### src/rtl/front_panel_scanner.sv
// Front-panel key matrix scanner: one-hot active-low row drive, synchronized
// column sampling, per-key saturating debounce with press/release pulses.
module front_panel_scanner #(
    parameter int ROWS     = 4,
    parameter int COLS     = 8,
    parameter int SETTLE   = 250,
    parameter int DEBOUNCE = 4
) (
    input  logic                 clk,
    input  logic                 reset,
    input  logic [COLS-1:0]      col_n,
    output logic [ROWS-1:0]      row_drive,
    output logic [ROWS*COLS-1:0] keys,
    output logic [ROWS*COLS-1:0] key_press,
    output logic [ROWS*COLS-1:0] key_release,
    output logic                 scan_done
);

    localparam int NK = ROWS * COLS;
    localparam int CW = $clog2(DEBOUNCE + 1);
    localparam int TW = (SETTLE > 1) ? $clog2(SETTLE) : 1;
    localparam int RW = (ROWS > 1) ? $clog2(ROWS) : 1;

    typedef enum logic [0:0] {
        ST_IDLE,
        ST_SCAN
    } state_t;

    state_t              state_q, state_d;
    logic [RW-1:0]       r_q, r_d;
    logic [TW-1:0]       t_q, t_d;
    logic [ROWS-1:0]     row_drive_q, row_drive_d;
    logic                scan_done_q, scan_done_d;
    logic [COLS-1:0]     sync1_q, sync1_d;
    logic [COLS-1:0]     sync2_q, sync2_d;
    logic [COLS-1:0]     col_q, col_d;
    logic [NK-1:0][CW-1:0] cnt_q, cnt_d;
    logic [NK-1:0]       keys_q, keys_d;
    logic [NK-1:0]       key_press_q, key_press_d;
    logic [NK-1:0]       key_release_q, key_release_d;
    logic                sample;
    logic [CW-1:0]       cnt_new;

    always_comb begin
        state_d       = state_q;
        r_d           = r_q;
        t_d           = t_q;
        cnt_d         = cnt_q;
        keys_d        = keys_q;
        key_press_d   = '0;
        key_release_d = '0;
        cnt_new       = '0;
        sync1_d       = col_n;
        sync2_d       = sync1_q;
        col_d         = ~sync2_q;
        sample        = (state_q == ST_SCAN) && (t_q == TW'(SETTLE - 1));

        // Idle lasts one cycle after reset so row 0 is driven with t = 0.
        case (state_q)
            ST_IDLE: begin
                state_d = ST_SCAN;
                r_d     = '0;
                t_d     = '0;
            end
            ST_SCAN: begin
                if (sample) begin
                    t_d = '0;
                    r_d = (r_q == RW'(ROWS - 1)) ? '0 : r_q + RW'(1);
                end else begin
                    t_d = t_q + TW'(1);
                end
            end
            default: state_d = ST_IDLE;
        endcase

        for (int unsigned rr = 0; rr < ROWS; rr++) begin
            for (int unsigned c = 0; c < COLS; c++) begin
                if (sample && (r_q == RW'(rr))) begin
                    cnt_new = cnt_q[rr*COLS + c];
                    if (col_q[c]) begin
                        if (cnt_new != CW'(DEBOUNCE)) cnt_new = cnt_new + CW'(1);
                    end else if (cnt_new != '0) begin
                        cnt_new = cnt_new - CW'(1);
                    end
                    cnt_d[rr*COLS + c] = cnt_new;
                    if ((cnt_new == CW'(DEBOUNCE)) && !keys_q[rr*COLS + c]) begin
                        keys_d[rr*COLS + c]      = 1'b1;
                        key_press_d[rr*COLS + c] = 1'b1;
                    end else if ((cnt_new == '0) && keys_q[rr*COLS + c]) begin
                        keys_d[rr*COLS + c]        = 1'b0;
                        key_release_d[rr*COLS + c] = 1'b1;
                    end
                end
            end
        end

        // Outputs are registered from next-state so they line up with r/t.
        row_drive_d = '0;
        if (state_d == ST_SCAN) row_drive_d[r_d] = 1'b1;
        scan_done_d = (state_d == ST_SCAN) && (t_d == TW'(SETTLE - 1)) &&
                      (r_d == RW'(ROWS - 1));
    end

    always_ff @(posedge clk) begin
        if (reset) begin
            state_q       <= ST_IDLE;
            r_q           <= '0;
            t_q           <= '0;
            row_drive_q   <= '0;
            scan_done_q   <= 1'b0;
            sync1_q       <= '1;
            sync2_q       <= '1;
            col_q         <= '0;
            cnt_q         <= '0;
            keys_q        <= '0;
            key_press_q   <= '0;
            key_release_q <= '0;
        end else begin
            state_q       <= state_d;
            r_q           <= r_d;
            t_q           <= t_d;
            row_drive_q   <= row_drive_d;
            scan_done_q   <= scan_done_d;
            sync1_q       <= sync1_d;
            sync2_q       <= sync2_d;
            col_q         <= col_d;
            cnt_q         <= cnt_d;
            keys_q        <= keys_d;
            key_press_q   <= key_press_d;
            key_release_q <= key_release_d;
        end
    end

    assign row_drive   = row_drive_q;
    assign keys        = keys_q;
    assign key_press   = key_press_q;
    assign key_release = key_release_q;
    assign scan_done   = scan_done_q;

endmodule

### config.mk
export PLATFORM = sky130hd
export DESIGN_NAME = front_panel_scanner
export DESIGN_NICKNAME = d
export VERILOG_FILES = /design/src/rtl/front_panel_scanner.sv
export SDC_FILE = /design/constraint.sdc
export NUM_CORES = 1
export LEC_CHECK = 0
export CORE_ASPECT_RATIO = 1.75
export CORE_MARGIN = 1.5
export CORE_UTILIZATION = 40
export CTS_CLUSTER_SIZE = 8
export DETAILED_ROUTE_END_ITERATION = 10
export RECOVER_POWER = 25
export SYNTH_ARGS = -nofsm -noshare
export SYNTH_HDL_FRONTEND = slang
export SYNTH_SLANG_ARGS = --single-unit
### constraint.sdc
create_clock -name clk -period 5.6 [get_ports clk]
set_input_delay 1.12 -clock clk [delete_from_list [all_inputs] [get_ports clk]]
set_output_delay 1.12 -clock clk [all_outputs]
set_load 0.05 [all_outputs]
==> reports/metrics.yaml <==
run_status:
  outcome: "finished, violations left"
  violations: "max-capacitance violations, max-slew violations"
global_route:
  grtUsageTotal_pct: 18.9
  antenna_found_initial: 0
  grt_pass1_wl_um: 53700
  overflow: 0
  grt_pass1_vias: 11097
  grt_start_max_net_pins: 68
timing:
  maxSlewViolCount: 12
  fin_crit_ps: 4140
  setup_ws_ps: 1460
  max_freq_mhz: 241
  fin_worst_skew_ps: 6.97
  period_share_pct: 73.9
  finalHoldViolCount: 0
  rsz0062_at_grt: "false"
  setup_tns_ps: 0
  worst_pin_slew_ps: 1920
  relSlewSlack_pct: -29.1
  setup_violations: 0
  hold_ws_ps: 378
power:
  p_sw_w: 0.000799
  cellLeakagePower_nw: 5.96
  p_per_area_mw_per_mm2: 230
  p_int_w: 0.00286
  vdd_drop_max_v: 0.000186
  power.share.switching_pct: 21.9
  clkPwrFrac_pct: 51.0
  p_comb_share_pct: 3.2
  seq_power_share_pct: 45.8
floorplanning:
  dieWidth_um: 143
  core-area_sq_mm: 0.0336
  initial_core_util_pct: 40.6
  dieHeight_um: 247
  io_pins: 111
  rows: 89
  die_area_sq_mm: 0.0353
final_layout:
  diodes: 0
  drive_gt1_share_pct: 7.39
  area_growth_pct: 16.6
  fin_cells: 2146
  finalNetCount: 1802
  design_area_sq_mm: 0.0159
synthesis:
  yosysTopAreaCellShare_pct: 34.0
  ys_top_cells_by_count: "dfxtp_1, nor2_1, inv_1"
  synth_most_common_cell: "dfxtp_1"
  synth-main-ff-cell: "dfxtp_1"
  ys_seq_area_share_pct: 34.0
  syn_nets: 1735
  ys_types: 70
  yosysTopAreaCell: "dfxtp_1"
  ys_seq_elements: 232
  synth_edf_count: 0
  syn-cell-area_sq_mm: 0.0136
  synthTopCellsByArea: "dfxtp_1, ha_1, nor2_1, mux4_2, a21oi_1"
  synth_area_per_cell_sq_um: 8.41
  synth_cells: 1623
  yosysWarningCount: 0
  async_flop_share_pct: 0
place:
  placedCellCount: 2109
  hpwl_um: 22900
  placement.cell_area_sq_mm: 0.0150
  place.gp.congestion: 0.785
  post-place-ws_ps: 2170
  numPortBuffers: 110
setup_path:
  r2r-start: "t_q[4]"
  setup.worst_path.end_class: "flop"
  crit_required_ps: 6020
  arrival_ps: 4560
  crit_fanout: 25
  crit_type: "primary input to flop"
  cp-startpoint: "reset"
  crit_chain: "clkbuf_1 -> nor3_1 -> nand2_1 -> or3_1 -> nor3_1"
  r2r_setup_slack_ps: 2000
  path_delay_family: "simple AND/OR/NAND/NOR gates"
  critPathMaxStageDelay_ps: 1660
  cp_num_buf_inv: 1
  critPathLaunchType: "primary input"
  crit_top_cell: "nor3_1"
  slowest_stage: "nor3_1"
clocking:
  cts_tree: "yes"
  htreeDepth: 2
  post_cts_buffers: 0
  cts.path.max_buffers: 3
  clock_latency_ps: 510
  cts_hold_buf: 0
  cts_made_buffers: 34
  cts_resized: 0
  path_clk_slew_ps: 50
  cts-root-buf: "clkbuf_16"
  clock_sinks: 232
detailed_routing:
  first_pass_iters: 5
  vias: 11180
  ant_nets: 0
  viasPerCell: 5.21
  drc_errors: 0
  first_iter_violations: 498
  drt-total-wl_um: 32800
  post_drt_wl_per_cell_um: 15.3
worst_hold_path:
  hold_path.class: "flop to flop"
  worstHoldStart: "sync2_q[4]"
job:
  maxCapViolCount: 1
routing by layer:
layer,track usage [%],part of all wire (%),up-vias
li1,-,-,5653
met2,37.2,53,152
met5,0,0,-
met3,2.58,2.9,51
met1,20.1,41,5324
met4,6.58,2.9,0
sequential cells by signal, summed over array words and instances (netlist names):
register     flops
cnt_q           96
col_q            8
key_press       32
key_release     32
keys            32
r_q              2
row_drive        4
scan_done        1
state_q          1
sync1_q          8
sync2_q          8
t_q              8
power groups by stage:
stage / sequential (W) / combinational (W) / clock, W
CTS: 0.00168 / 0.000117 / 0.00192
global placement: 0.00171 / 0.000115 / 0
finish: 0.00168 / 0.000116 / 0.00186
floorplan: 0.00170 / 0.0000901 / 0
detailed placement: 0.00171 / 0.000117 / 0
global route: 0.00168 / 0.000129 / 0.00198
worst reg2reg max path, cell delays in order, from the launching register on:
cell and delay [ps]:
dfxtp_1 440, nand4_1 230, nor3_1 1530, nand2_1 650
or3_1 510, nor3_1 150
cell type report:
cell class,instances,area (sq um)
flip-flops and latches,232,4640
clock buffers,37,926
inverters,139,522
multi-input cells,1163,8090
well taps,455,569
repair buffers,120,1170
fillers,3329,17700
placed cells by master, fill, tap and decap left out, types with 16 or more instances in the layout:
cell	count
a21o_1	16
or2_2	22
mux4_2	26
o21ai_0	81
inv_1	137
mux2i_1	19
and2_1	28
nand2b_1	55
a211oi_1	20
nor2_1	177
clkbuf_16	37
xor2_1	17
nor2b_1	52
nand2_1	77
a21oi_1	114
and3b_1	23
clkdlybuf4s50_1	109
nor3_1	66
dfxtp_1	232
xnor2_1	64
ha_1	102
worst paths after layout:
check | to | cells past startpoint
setup / recovery | key_press[28] | 5
hold / removal | col_q[4] | 1
setup reg to reg | key_press[28] | 5
hold reg to reg | col_q[4] | 1
per-stage QoR:
| stage | power [W] | util, % |
|---|---|---|
| floorplan | 0.00179 | - |
| global placement | 0.00182 | 44.6 |
| detailed placement | 0.00183 | 44.6 |
| CTS | 0.00372 | 47.4 |
| global route | 0.00378 | 47.3 |
| finish | 0.00366 | 47.3 |
cells by family after synthesis:
family,Yosys count,share of synthesized area [%]
xor gates and xnor gates,81,5.20
and+or+nand+nor,607,24.0
buffers and inverters,228,6.68
DFF,232,34.0
adders and majority gates,102,9.35
muxes,45,5.69
AOI/OAI and AO/OA,328,15.0
No activity file was read; power rests on OpenSTA's default activity.
